**config.mk**
```make
export PLATFORM = sky130hd
export DESIGN_NAME = gpreg_wb_queue
export DESIGN_NICKNAME = d
export VERILOG_FILES = /design/src/rtl/gpreg_pkg.sv /design/src/rtl/gpreg_wb_match.sv /design/src/rtl/gpreg_wb_queue.sv
export SDC_FILE = /design/constraint.sdc
export NUM_CORES = 1
export LEC_CHECK = 0
export CELL_PAD_IN_SITES_DETAIL_PLACEMENT = 0
export CELL_PAD_IN_SITES_GLOBAL_PLACEMENT = 1
export CORE_ASPECT_RATIO = 1.75
export CORE_MARGIN = 2
export CORE_UTILIZATION = 49
export CTS_BUF_LIST = sky130_fd_sc_hd__clkbuf_16
export DETAILED_ROUTE_END_ITERATION = 6
export PLACE_DENSITY = 0.85
export SLEW_MARGIN = 5
export SYNTH_ARGS = -nofsm -noshare
export SYNTH_HDL_FRONTEND = slang
export SYNTH_SLANG_ARGS = --single-unit
```
**constraint.sdc**
```tcl
create_clock -name clk -period 6 [get_ports clk]
set_clock_uncertainty 0.15 [all_clocks]
set_input_delay 0.6 -clock clk [delete_from_list [all_inputs] [get_ports clk]]
set_output_delay 0.6 -clock clk [all_outputs]
set_load 0.05 [all_outputs]
```
**src/rtl/gpreg_pkg.sv**
```systemverilog
// Shared GPR definitions: register id constants, storage-key mapping and the
// set of ids that are never written. The GPR bank and the writeback queue both
// import this so they agree on where every id lives.
package gpreg_pkg;

    // Control-register (CC) space occupies ids 0x50..0x5F.
    localparam logic [6:0] REG_CC_BASE = 7'h50;

    // Opcode operand pseudo-registers, immediate and zero register.
    localparam logic [6:0] REG_OP_D   = 7'h58;
    localparam logic [6:0] REG_OP_S   = 7'h59;
    localparam logic [6:0] REG_OP_T   = 7'h5A;
    localparam logic [6:0] REG_OP_IMM = 7'h5B;
    localparam logic [6:0] REG_IMM    = 7'h5E;
    localparam logic [6:0] REG_ZZR    = 7'h5F;

    // {isC, idx}: identifies the physical storage an id touches.
    typedef logic [6:0] regKey_t;

    // One queued writeback.
    typedef struct packed {
        logic        qw;
        logic [6:0]  id;
        logic [63:0] data;
    } wbEntry_t;

    function automatic logic isCcSpace(input logic [6:0] id);
        return id[6] & (id[5:4] == 2'b01);
    endfunction

    // Lo and hi halves (id[6]) share an index outside the CC space.
    function automatic regKey_t regKey(input logic [6:0] id);
        if (isCcSpace(id))
            return {1'b1, 2'b00, id[3:0]};
        else
            return {1'b0, id[5:0]};
    endfunction

    // Ids that have no backing storage; writes to them are dropped.
    function automatic logic isDiscard(input logic [6:0] id);
        logic hit;
        case (id)
            REG_OP_D, REG_OP_S, REG_OP_T, REG_OP_IMM, REG_IMM, REG_ZZR: hit = 1'b1;
            default: hit = 1'b0;
        endcase
        return hit;
    endfunction

endpackage

```
**src/rtl/gpreg_wb_match.sv**
```systemverilog
// Lookup of a decode read id against the queued writebacks. Slots arrive in
// age order (slot 0 oldest); the newest matching entry decides forwarding.
module gpreg_wb_match
    import gpreg_pkg::*;
#(
    parameter int DEPTH = 4
) (
    input  logic [DEPTH-1:0]    entValid,
    input  logic [DEPTH-1:0]    entQw,
    input  logic [DEPTH*7-1:0]  entId,
    input  logic [DEPTH*64-1:0] entData,
    input  logic [6:0]          lkId,
    output logic                lkBusy,
    output logic                lkFwd,
    output logic [63:0]         lkData
);

    logic        hit;
    logic        hitQw;
    logic [6:0]  hitId;
    logic [63:0] hitData;

    // Ascending scan with overwrite: the last (newest) match wins.
    always_comb begin
        hit     = 1'b0;
        hitQw   = 1'b0;
        hitId   = '0;
        hitData = '0;
        for (int i = 0; i < DEPTH; i++) begin
            if (entValid[i] && (regKey(entId[i*7 +: 7]) == regKey(lkId))) begin
                hit     = 1'b1;
                hitQw   = entQw[i];
                hitId   = entId[i*7 +: 7];
                hitData = entData[i*64 +: 64];
            end
        end
    end

    // Forward only when the newest writer fully defines the value the bank
    // would return: a quadword to exactly this id, and not a hi-half read.
    always_comb begin
        lkBusy = hit & ~isDiscard(lkId);
        lkFwd  = lkBusy & hitQw & (hitId == lkId) & (~lkId[6] | isCcSpace(lkId));
        lkData = lkFwd ? hitData : '0;
    end

endmodule

```
**src/rtl/gpreg_wb_queue.sv**
```systemverilog
// In-order writeback FIFO in front of the GPR bank write port. Accepts one
// result per cycle, retires one per cycle when the bank port is free, and
// exposes a lookup so decode can see pending writes.
module gpreg_wb_queue
    import gpreg_pkg::*;
#(
    parameter int DEPTH = 4
) (
    input  logic        clk,
    input  logic        rst_n,
    input  logic        inValid,
    output logic        inReady,
    input  logic        inQw,
    input  logic [6:0]  inId,
    input  logic [63:0] inData,
    input  logic        wbEnable,
    output logic        isWrD,
    output logic        isQwD,
    output logic [6:0]  idRegD,
    output logic [63:0] dataD,
    input  logic [6:0]  lkId,
    output logic        lkBusy,
    output logic        lkFwd,
    output logic [63:0] lkData,
    output logic [4:0]  count
);

    localparam int PTRW = $clog2(DEPTH);

    logic [PTRW-1:0] headReg;
    logic [PTRW-1:0] tailReg;
    logic [4:0]      countReg;

    // Entry storage; validity comes from head/count, so no reset needed.
    logic            memQw   [DEPTH];
    logic [6:0]      memId   [DEPTH];
    logic [63:0]     memData [DEPTH];

    logic pushEn;
    logic popEn;
    logic notEmpty;

    logic [DEPTH-1:0]    entValid;
    logic [DEPTH-1:0]    entQw;
    logic [DEPTH*7-1:0]  entId;
    logic [DEPTH*64-1:0] entData;

    assign notEmpty = (countReg != 5'd0);
    // Full is judged on the registered count: no pass-through when full.
    assign inReady  = rst_n & (countReg < 5'(DEPTH));
    // Discard-set handshakes complete but leave no entry behind.
    assign pushEn   = inValid & inReady & ~isDiscard(inId);
    assign isWrD    = notEmpty & wbEnable;
    assign popEn    = isWrD;
    assign count    = countReg;

    // Head entry drives the bank port; zeros when nothing is queued.
    always_comb begin
        isQwD  = notEmpty ? memQw[headReg]   : 1'b0;
        idRegD = notEmpty ? memId[headReg]   : 7'd0;
        dataD  = notEmpty ? memData[headReg] : 64'd0;
    end

    // Pointer and occupancy update; reset drops every queued entry.
    always_ff @(posedge clk or negedge rst_n) begin
        if (!rst_n) begin
            headReg  <= '0;
            tailReg  <= '0;
            countReg <= '0;
        end else begin
            if (pushEn)
                tailReg <= tailReg + PTRW'(1);
            if (popEn)
                headReg <= headReg + PTRW'(1);
            countReg <= countReg + {4'd0, pushEn} - {4'd0, popEn};
        end
    end

    // Write the accepted result at the tail slot.
    always_ff @(posedge clk) begin
        if (pushEn) begin
            memQw[tailReg]   <= inQw;
            memId[tailReg]   <= inId;
            memData[tailReg] <= inData;
        end
    end

    // Present entries to the matcher in age order, oldest first.
    generate
        for (genvar gi = 0; gi < DEPTH; gi++) begin : gSlot
            logic [PTRW-1:0] slotIdx;
            assign slotIdx                = headReg + PTRW'(gi);
            assign entValid[gi]           = (5'(gi) < countReg);
            assign entQw[gi]              = memQw[slotIdx];
            assign entId[gi*7 +: 7]       = memId[slotIdx];
            assign entData[gi*64 +: 64]   = memData[slotIdx];
        end
    endgenerate

    gpreg_wb_match #(
        .DEPTH(DEPTH)
    ) uMatch (
        .entValid(entValid),
        .entQw(entQw),
        .entId(entId),
        .entData(entData),
        .lkId(lkId),
        .lkBusy(lkBusy),
        .lkFwd(lkFwd),
        .lkData(lkData)
    );

endmodule

```
Word level (Yosys, flattened, before mapping)
Memories as Yosys holds them, arrays and structs flattened.
Cells that the tools add are included.
{ "word_totals": {"output_inout_bits": 145, "n_memories": 3, "mem_bits_rw": 288, "inputBits": 83, "register_bits": 9} }
{ "memory_table": {"columns": ["name", "depth", "width", "rd", "rd_clocked_by_memory_dff", "wr", "line_no", "rtl"], "rows": [
  ["memData", 4, 64, 4, 0, 1, "gpreg_wb_queue.sv:37", "logic [63:0] memData [DEPTH];"],
  ["memId", 4, 7, 4, 0, 1, "gpreg_wb_queue.sv:36", "logic [6:0] memId [DEPTH];"],
  ["memQw", 4, 1, 4, 0, 1, "gpreg_wb_queue.sv:35", "logic memQw [DEPTH];"]
]} }
{ "classes": {"n_mux": 29, "reduce_logical": 7, "n_addsub": 6, "n_lt_le_gt_ge": 5, "eq_ne": 22, "bitwise": 17} }
{ "ops": {"columns": ["op", "n"], "rows": [
  ["64-bit 2-to-1 mux", 6],
  ["7-bit equality test (second input constant)", 12],
  ["7-bit 2-to-1 mux", 10],
  ["7-bit equality test", 5],
  ["1-bit bitwise AND", 13],
  ["1-bit 2-to-1 mux", 13],
  ["6-bit OR reduction", 2],
  ["2-bit by 1-bit equality test with 1-bit output (second input constant)", 5],
  ["1-bit by 5-bit < comparator with 1-bit output (first input constant)", 2],
  ["2-bit by 5-bit < comparator with 1-bit output (first input constant)", 2],
  ["5-bit by 1-bit adder with 5-bit output", 1],
  ["5-bit by 3-bit < comparator with 1-bit output (second input constant)", 1],
  ["5-bit nonzero test", 1],
  ["5-bit by 1-bit subtractor with 5-bit output", 1],
  ["2-bit by 1-bit adder with 2-bit output (second input constant)", 2],
  ["2-bit adder (second input constant)", 2],
  ["1-bit logical AND", 4],
  ["1-bit NOT", 3],
  ["1-bit bitwise OR", 1]
]} }

Longest topological paths before layout
An unclocked memory read counts as a cell.
{ "logic_depth": {"depth_word": 15, "ltp_mapped": 17, "mapped_depth_nobuf": 16} }

Hierarchy
Synthesis repeated with hierarchy kept, for this count alone.
{ "hier_totals": {"hier_cells": 1714, "area_unflattened_um2": 20206.9} }
{ "by_module_without_submodules": {"columns": ["mod", "instances", "area_each_um2", "cells_each"], "rows": [
  ["gpreg_wb_queue", 1, 16671.0, 1202],
  ["gpreg_wb_match", 1, 3535.9, 512]
]} }

Least setup slack after synthesis
OpenSTA, ideal clock, no wires.
{ "synth_path": {"kind": "register to output", "startpoint": "register headReg[1]", "endpoint": "output port lkData[17]", "slack_ns": 0.530, "path_stages_with_launch": 12, "arrival_ns": 4.720, "path_cell_list": "dfrtp_1 > buf_2 > buf_4 > mux4_2 > xnor2_1 > nand2_1 > a21oi_1 > nand2_1 > clkbuf_1 > buf_1 > o311ai_0 > a2111oi_0"} }
{ "synth_via": {"elab_chain_len": 15} }
{ "synth_lines": {"columns": ["element", "line_no", "rtl"], "rows": [
  ["from (decl)", "gpreg_wb_queue.sv:30", "logic [PTRW-1:0] headReg;"],
  ["from (signal assigned)", "gpreg_wb_queue.sv:74", "headReg <= headReg + PTRW'(1);"],
  ["2-bit by 1-bit adder with 2-bit output or memory read 4 x 7 bit (tied branches)", null, null],
  ["memory read 4 x 7 bit or 2-bit by 1-bit equality test with 1-bit output (tied branches)", null, null],
  ["2-bit by 1-bit equality test with 1-bit output or 1-bit bitwise AND (tied branches)", "gpreg_pkg.sv:28", "return id[6] & (id[5:4] == 2'b01);"],
  ["1-bit bitwise AND or 7-bit 2-to-1 mux (tied branches)", "gpreg_pkg.sv:28, gpreg_pkg.sv:33", null],
  ["7-bit 2-to-1 mux or 7-bit equality test (tied branches)", "gpreg_pkg.sv:33, gpreg_wb_match.sv:30", null],
  ["7-bit equality test or 1-bit logical AND (tied branches)", "gpreg_wb_match.sv:30", "if (entValid[i] && (regKey(entId[i*7 +: 7]) == regKey(lkId))) begin"],
  ["1-bit logical AND or 1-bit 2-to-1 mux (tied branches)", "gpreg_wb_match.sv:30", null],
  ["1-bit 2-to-1 mux (3 in series)", "gpreg_wb_match.sv:30", null],
  ["1-bit bitwise AND", "gpreg_wb_match.sv:42", "lkBusy = hit & ~isDiscard(lkId);"],
  ["1-bit bitwise AND (3 in series)", "gpreg_wb_match.sv:43", "lkFwd = lkBusy & hitQw & (hitId == lkId) & (~lkId[6] | isCcSpace(lkId));"],
  ["64-bit 2-to-1 mux *", "gpreg_wb_match.sv:44", "lkData = lkFwd ? hitData : '0;"],
  ["to (decl)", "gpreg_wb_queue.sv:24", "output logic [63:0] lkData,"]
]} }
Every way passes the cells marked *; elsewhere a longest branch is shown, timed or not.

Final worst setup path
{ "layout_path": {"startpoint": "register headReg[0]", "endpoint": "output port lkData[4]"} }
The elaborated chain is that of the path after synthesis.

==> key figures <==
Cells and area
  – Layout area overhead: 18.9%
  – Share of layout cells above drive strength 1: 19.1%
  – Fin nets: 1,977

Clock network
  – Gates resized, CTS repair: 0
  – Longest Clk Path Bufs: 3
  – Clk Tree Root Cell: clkbuf_16
  – CTS tree: done
  – Clk slew on worst S/H paths: 0.06 ns
  – TritonCTS Buffers: 29
  – # clock sinks: 297
  – # hold bufs at CTS: 0
  – Htree depth: 1
  – Clock latency on the worst-skew pair: 0.56 ns
  – Post-CTS setup buffer count: 0

Synth
  – Most common cell in the netlist: edfxtp_1
  – Synth top area cells: edfxtp_1 46%, mux2i_1 8.0%, mux2_2 7.7%
  – Commonest cells post-synth: 288 x edfxtp_1, 265 x nand2_1, 151 x mux2i_1
  – Post-synth EDFFs: 288
  – Top cell type's share of synthesized area: 45.7%
  – Synthesized flop and latch total: 297
  – Post-synth ARST share: 3.03%
  – Warnings, synthesis: 0
  – Top cell type by total area after synthesis: edfxtp_1
  – Sequential fraction of the synthesis area: 46.9%
  – Commonest register cell after synthesis: edfxtp_1
  – Syn nets: 1,854
  – Syn Inst Count: 1,758
  – Post-Syn Area: 18,900 µm²
  – Synth Area per Inst: 10.8 µm²
  – Yosys cell types: 55

Worst setup path
  – Critical Path Max Stage Delay: 0.83 ns
  – Crit-path max FO: 64
  – Crit path cell chain: mux4_2, xnor2_1, a21oi_1, o2111a_4, nand2b_1, o2111a_4, buf_4, a2111oi_0, buf_4
  – Critical Path AT: 4.93 ns
  – Req. time, crit path: 5.25 ns
  – Crit path kind: reg -> out
  – Worst path slowest cell: dfrtp_4
  – CP startpoint kind: register
  – Critical Path End Type: primary output

Die
  – Die extent in x: 153 µm
  – Row count: 95
  – Initial Utilization: 49.4%
  – Core Area: 38,300 µm²
  – Die area: 40,300 µm²
  – Ports: 228
  – Die height: 264 µm

GRT
  – Initial antenna violation count: 5
  – Overall Global Routing Usage: 26.4%
  – Largest net degree at the start of global routing: 143
  – Global-route wire length before repair: 84,600 µm
  – Vias in the first global route: 15,200
  – Gr ovfl total: 0

Timing
  – Slew headroom: 26.4%
  – Min cycle time layout: 5.68 ns
  – Final hold slack: 0.211 ns
  – Final setup vio count: 0
  – Slew @ Worst Pin: 1.10 ns
  – Final Max Slew Viols: 0
  – Final Hold Vio Count: 0
  – Setup TNS: 0 ns
  – Fmax: 176 MHz
  – Period Utilization, post-route: 94.7%
  – RSZ-0062 raised after global routing: no

Pwr
  – LEAKAGE: 7.61 nW
  – PD cells: 444 nW/µm²
  – Max VDD drop: 0.536 mV

Detailed routing
  – Starting DRT DRC Count: 1,077
  – Residual DRC: 1
  – Final WL: 54,800 µm
  – DR vias: 15,100
  – Via density: 6.31
  – Post-route antenna net violation count: 0
  – First-pass DRT Iterations: 7
  – Post-DR wirelength/cell: 22.9 µm

Worst hold path
  – Min-delay worst type: in -> async

Status
  – Status: finished with violations
  – Failing checks: DRC

Placed design
  – I/O Buffers: 227
  – Routability cong.: 0.844
  – Detail Placement HPWL: 33,900 µm

Run
  – Max cap viols: 0
[layout make-up]
type                       instances  area, µm²
timing repair buffer             267       2710
clock inverter                    25        226
fill                            3217      15800
antenna                            3       7.51
tap                              485        607
inverter                          18       75.1
multi-input combinational       1268       9280
clock buffer                      29        726
sequential                       297       8880
[logic make-up after synthesis]
kind of cell | after synthesis | synth area share (%)
AOI/OAI and AO/OA | 418 | 17.6
buffers and inverters | 193 | 4.56
muxes | 296 | 17.6
adders and majority gates | 13 | 0.899
DFF | 297 | 46.9
xor gates and xnor gates | 26 | 1.20
and+or+nand+nor | 515 | 11.3
[path summary, 6_finish.rpt]
check | startpoint | endpoint | slack [ns] | cells after the start
min in group clk | count[0]$_DFF_PN0_ | count[0]$_DFF_PN0_ | 0.47 | 1
setup / recovery | headReg[0]$_DFFE_PN0P_ | lkData[4] | 0.32 | 9
hold / removal | rst_n | headReg[0]$_DFFE_PN0P_ | 0.21 | 1
hold reg to reg | count[0]$_DFF_PN0_ | count[0]$_DFF_PN0_ | 0.47 | 1
max in group asynchronous | rst_n | headReg[1]$_DFFE_PN0P_ | 5.13 | 1
setup reg to reg | count[3]$_DFF_PN0_ | count[4]$_DFF_PN0_ | 2.77 | 16
[metrics by stage]
stage / power, mW / instance area, µm² / setup WS (ns) / util (%) / instances
2_1_floorplan: 6.70 / 18900 / 0.530 / - / 1758
3_3_place_gp: 8.11 / 21500 / 0.878 / 56.3 / 2335
3_5_place_dp: 8.17 / 21500 / 0.902 / 56.3 / 2335
4_1_cts: 10.0 / 22500 / 0.279 / 58.8 / 2389
5_1_grt: 10.5 / 22500 / 0.0858 / 58.8 / 2392
6_report: 10.0 / 22500 / 0.321 / 58.8 / 2392
[where the power goes]
part	switching [mW]	internal [mW]
registers	0.149	2.37
logic	3.70	1.94
clock network	0.786	1.05
[layout by cell type, fill, tap and decap left out, types with 7 or more instances in the layout]
cell type        instances
edfxtp_1               288
nand2_1                264
clkdlybuf4s50_1        162
mux2i_1                151
nor2_1                 138
o21ai_0                131
mux2_2                 129
buf_4                   81
nor3_1                  70
a211oi_1                67
o211ai_1                66
o311ai_0                59
a2111oi_2               49
clkbuf_16               29
inv_1                   24
buf_12                  24
xnor2_1                 19
mux4_2                  16
nor2b_1                 12
ha_1                    12
a2111oi_1               10
clkinv_2                 8
a21oi_1                  7
xor2_1                   7
dfrtp_1                  7
[critical path, delay by kind of cell (launching register included)]
| kind | cells | cell delay, ns |
|---|---|---|
| mux | 1 | 0.63 |
| flops | 1 | 0.83 |
| buf+inv | 2 | 0.62 |
| compound gates | 4 | 1.94 |
| simple gates | 1 | 0.15 |
| xor+xnor | 1 | 0.16 |
[metal layers]
metal	vias to the layer above	global-route usage (%)	wire length, µm
met5	-	0	30
met4	4	12.6	2510
met3	132	3.35	3290
met2	609	48.6	28800
met1	7383	30.1	20200
li1	6967	-	-
[registers in the layout, summed over array words and instances (netlist names)]
name     count
count        5
headReg      2
memData    256
memId       28
memQw        4
tailReg      2
Note: power is estimated with default switching activity, not from simulation.
==> edit, RTL diff (config.mk and constraints unchanged) <==
`DEPTH` is set to 4 in 2 places; all go to 8.
--- a/src/rtl/gpreg_wb_match.sv
+++ b/src/rtl/gpreg_wb_match.sv
@@ -5,3 +5,3 @@
 #(
-    parameter int DEPTH = 4
+    parameter int DEPTH = 8
 ) (
--- a/src/rtl/gpreg_wb_queue.sv
+++ b/src/rtl/gpreg_wb_queue.sv
@@ -6,3 +6,3 @@
 #(
-    parameter int DEPTH = 4
+    parameter int DEPTH = 8
 ) (
Behaviour: same outputs for any inputs over 4 cycles, from zero or initial values and one cycle with rst_n low; that may be too few to reach the edited logic, so the function may still have changed.
==> edit against the original RTL <==
Sequential share of layout area shrank 5.5 points. Final cell count rose by 100%. Synthesized area rose by 140%. Sequential cell count increased by 290. Maximum frequency shrank 3.8%. Global-route usage grew 6.9 points. Routed wire length grew to 2.9 times the old value. Power increased to 3.2 times the old value. Final area grew 130%. First-iteration DRC count grew to 4.2 times the old value. Worst setup slack got worse by 0.22 ns. Register-to-register slack worse by 0.57 ns. Critical endpoint is now lkData[7].
==> edit: results (changes against the original RTL) <==
| Metric | Value |
|---|---|
| Initial antenna violation count | 11 (was 5) |
| GRT Util Overall | 0.332 (was 0.264) |
| Pleak | 17.4 nW (was 7.61 nW) |
| Largest net degree at the start of global routing | 150 (was 143) |
| Commonest cells post-synth | mux4_2 (581), edfxtp_1 (576), nand2_1 (556), mux2i_1 (387), a21oi_1 (208) (was edfxtp_1 (288), nand2_1 (265), mux2i_1 (151), nor2_1 (138), o21ai_0 (131)) |
| Synth cell types | 75 (was 55) |
| Post-synth net total | 3,574 (was 1,854) |
| Initial detailed-routing violation count | 4,472 (was 1,077) |
| Status | finished clean (was finished, violations left) |
| Post-synth EDFFs | 576 (was 288) |
| FFs w/ async S/R, synth | 0.0187 (was 0.0303) |
| Wire length per cell | 32.7 µm (was 22.9 µm) |
| Met1 Track Usage GR | 0.391 (was 0.301) |
| Clock Latency Late Sink | 0.64 ns (was 0.56 ns) |
| Worst reg2reg startpoint | count[2] (was count[3]) |
| WP data arrival | 5.15 ns (was 4.93 ns) |
| Layout cells sized above 1 | 0.288 (was 0.191) |
| First-pass GRT wire length | 229,000 µm (was 84,600 µm) |
| Hpwl dp | 91,400 µm (was 33,900 µm) |
| Drt via density | 7.43 (was 6.31) |
| Met2 usage | 0.559 (was 0.486) |
| Placed Instance Area | 49,300 µm² (was 21,500 µm²) |
| Net count, final | 3,679 (was 1,977) |
| Critical path fanouts, max | 18 (was 64) |
| P_sw | 15.5 mW (was 4.64 mW) |
| Routability congestion estimate | 0.936 (was 0.844) |
| Synth top area cells | edfxtp_1 (38%), mux4_2 (29%), mux2i_1 (8.6%) (was edfxtp_1 (46%), mux2i_1 (8.0%), mux2_2 (7.7%)) |
| Max-slew headroom | 0.105 (was 0.264) |
| Drt pass-1 iters | 6 (was 7) |
| Seq/Total Area, Yosys | 0.390 (was 0.469) |
| Maximum vdd ir drop | 0.000572 V (was 0.000536 V) |
| H-Tree Level Count | 2 (was 1) |
| Reg2Reg Depth | 15 (was 16) |
==> edit: logic make-up (layout without fill, tap and decap cells) <==
family,count (synthesis),in the layout,share of synthesized area
mux,982,982,0.379
simple gates,812,813,0.0750
compound gates,653,653,0.100
flops,587,587,0.390
buf+inv,377,525,0.0408
xor+xnor,50,52,0.0106
fa+ha+maj,15,15,0.00433
other cells,0,5,0
==> edit: routing by layer <==
layer	part of all wire	vias up
li1	-	14400
met1	0.32	18100
met2	0.49	2704
met3	0.12	671
met4	0.069	14
met5	0.00063	-
==> edit: power by group through the flow <==
stage | combinational (mW) | clock (mW) | sequential (mW)
finish | 23.1 | 3.71 | 4.84
global route | 24.2 | 3.87 | 4.85
CTS | 22.5 | 3.74 | 4.87
detailed placement | 21.8 | 0 | 4.96
global placement | 21.7 | 0 | 4.95
floorplan | 16.3 | 0 | 4.90
==> edit: final cells by class <==
class | instances | area [µm²]
fill | 7203 | 39600
multi-input combinational | 2515 | 26100
sequential | 587 | 17600
timing repair buffer | 403 | 4660
tap | 1192 | 1490
clock buffer | 57 | 1430
clock inverter | 46 | 459
inverter | 19 | 71.3
antenna | 5 | 12.5
==> edit: how the worst max path moves through the flow <==
| stage | start | slack, ns | depth (start not counted) | to |
|---|---|---|---|---|
| after global routing | headReg[1] | -0.003 | 17 | lkData[7] |
| after global placement | lkId[6] | 0.18 | 13 | lkData[45] |
| after floorplan | headReg[1] | 0.19 | 19 | lkData[12] |
| after detailed placement | headReg[1] | 0.21 | 13 | lkData[45] |
| after CTS | headReg[1] | 0.002 | 16 | lkData[45] |
| final | headReg[1] | 0.1 | 15 | lkData[7] |
==> edit: through the flow <==
stage          total power, mW  hold WS [ns]  setup TNS, ns  setup slack (ns)  std cells
4_1_cts                   31.1         0.199              0           0.00184       4811
5_1_grt                   32.9         0.230       -0.00650          -0.00308       4823
3_3_place_gp              26.6         0.375              0             0.180       4683
3_5_place_dp              26.8         0.385              0             0.206       4683
2_1_floorplan             21.2         0.154              0             0.188       3476
6_report                  31.6         0.199              0            0.0991       4824
==> edit: repair_timing <==
item	CTS	global route
buffers inserted	17	8
pin swaps	10	3
hold endpoints to repair	0	0
setup endpoints to repair	66	66
gates cloned	8	0
gates resized for setup	26	22
==> edit: critical path: stages (launching register included) <==
cell,delay [ns]
dfrtp_4,0.48
inv_1,0.10
ha_4,0.40
buf_4,0.16
mux4_2,0.33
mux2i_2,0.31
xor2_1,0.17
o21ai_1,0.33
or3_4,0.58
buf_4,0.29
o21ai_0,0.22
a21oi_1,0.10
a221o_1,0.45
a211oi_1,0.29
buf_4,0.17
buf_12,0.13
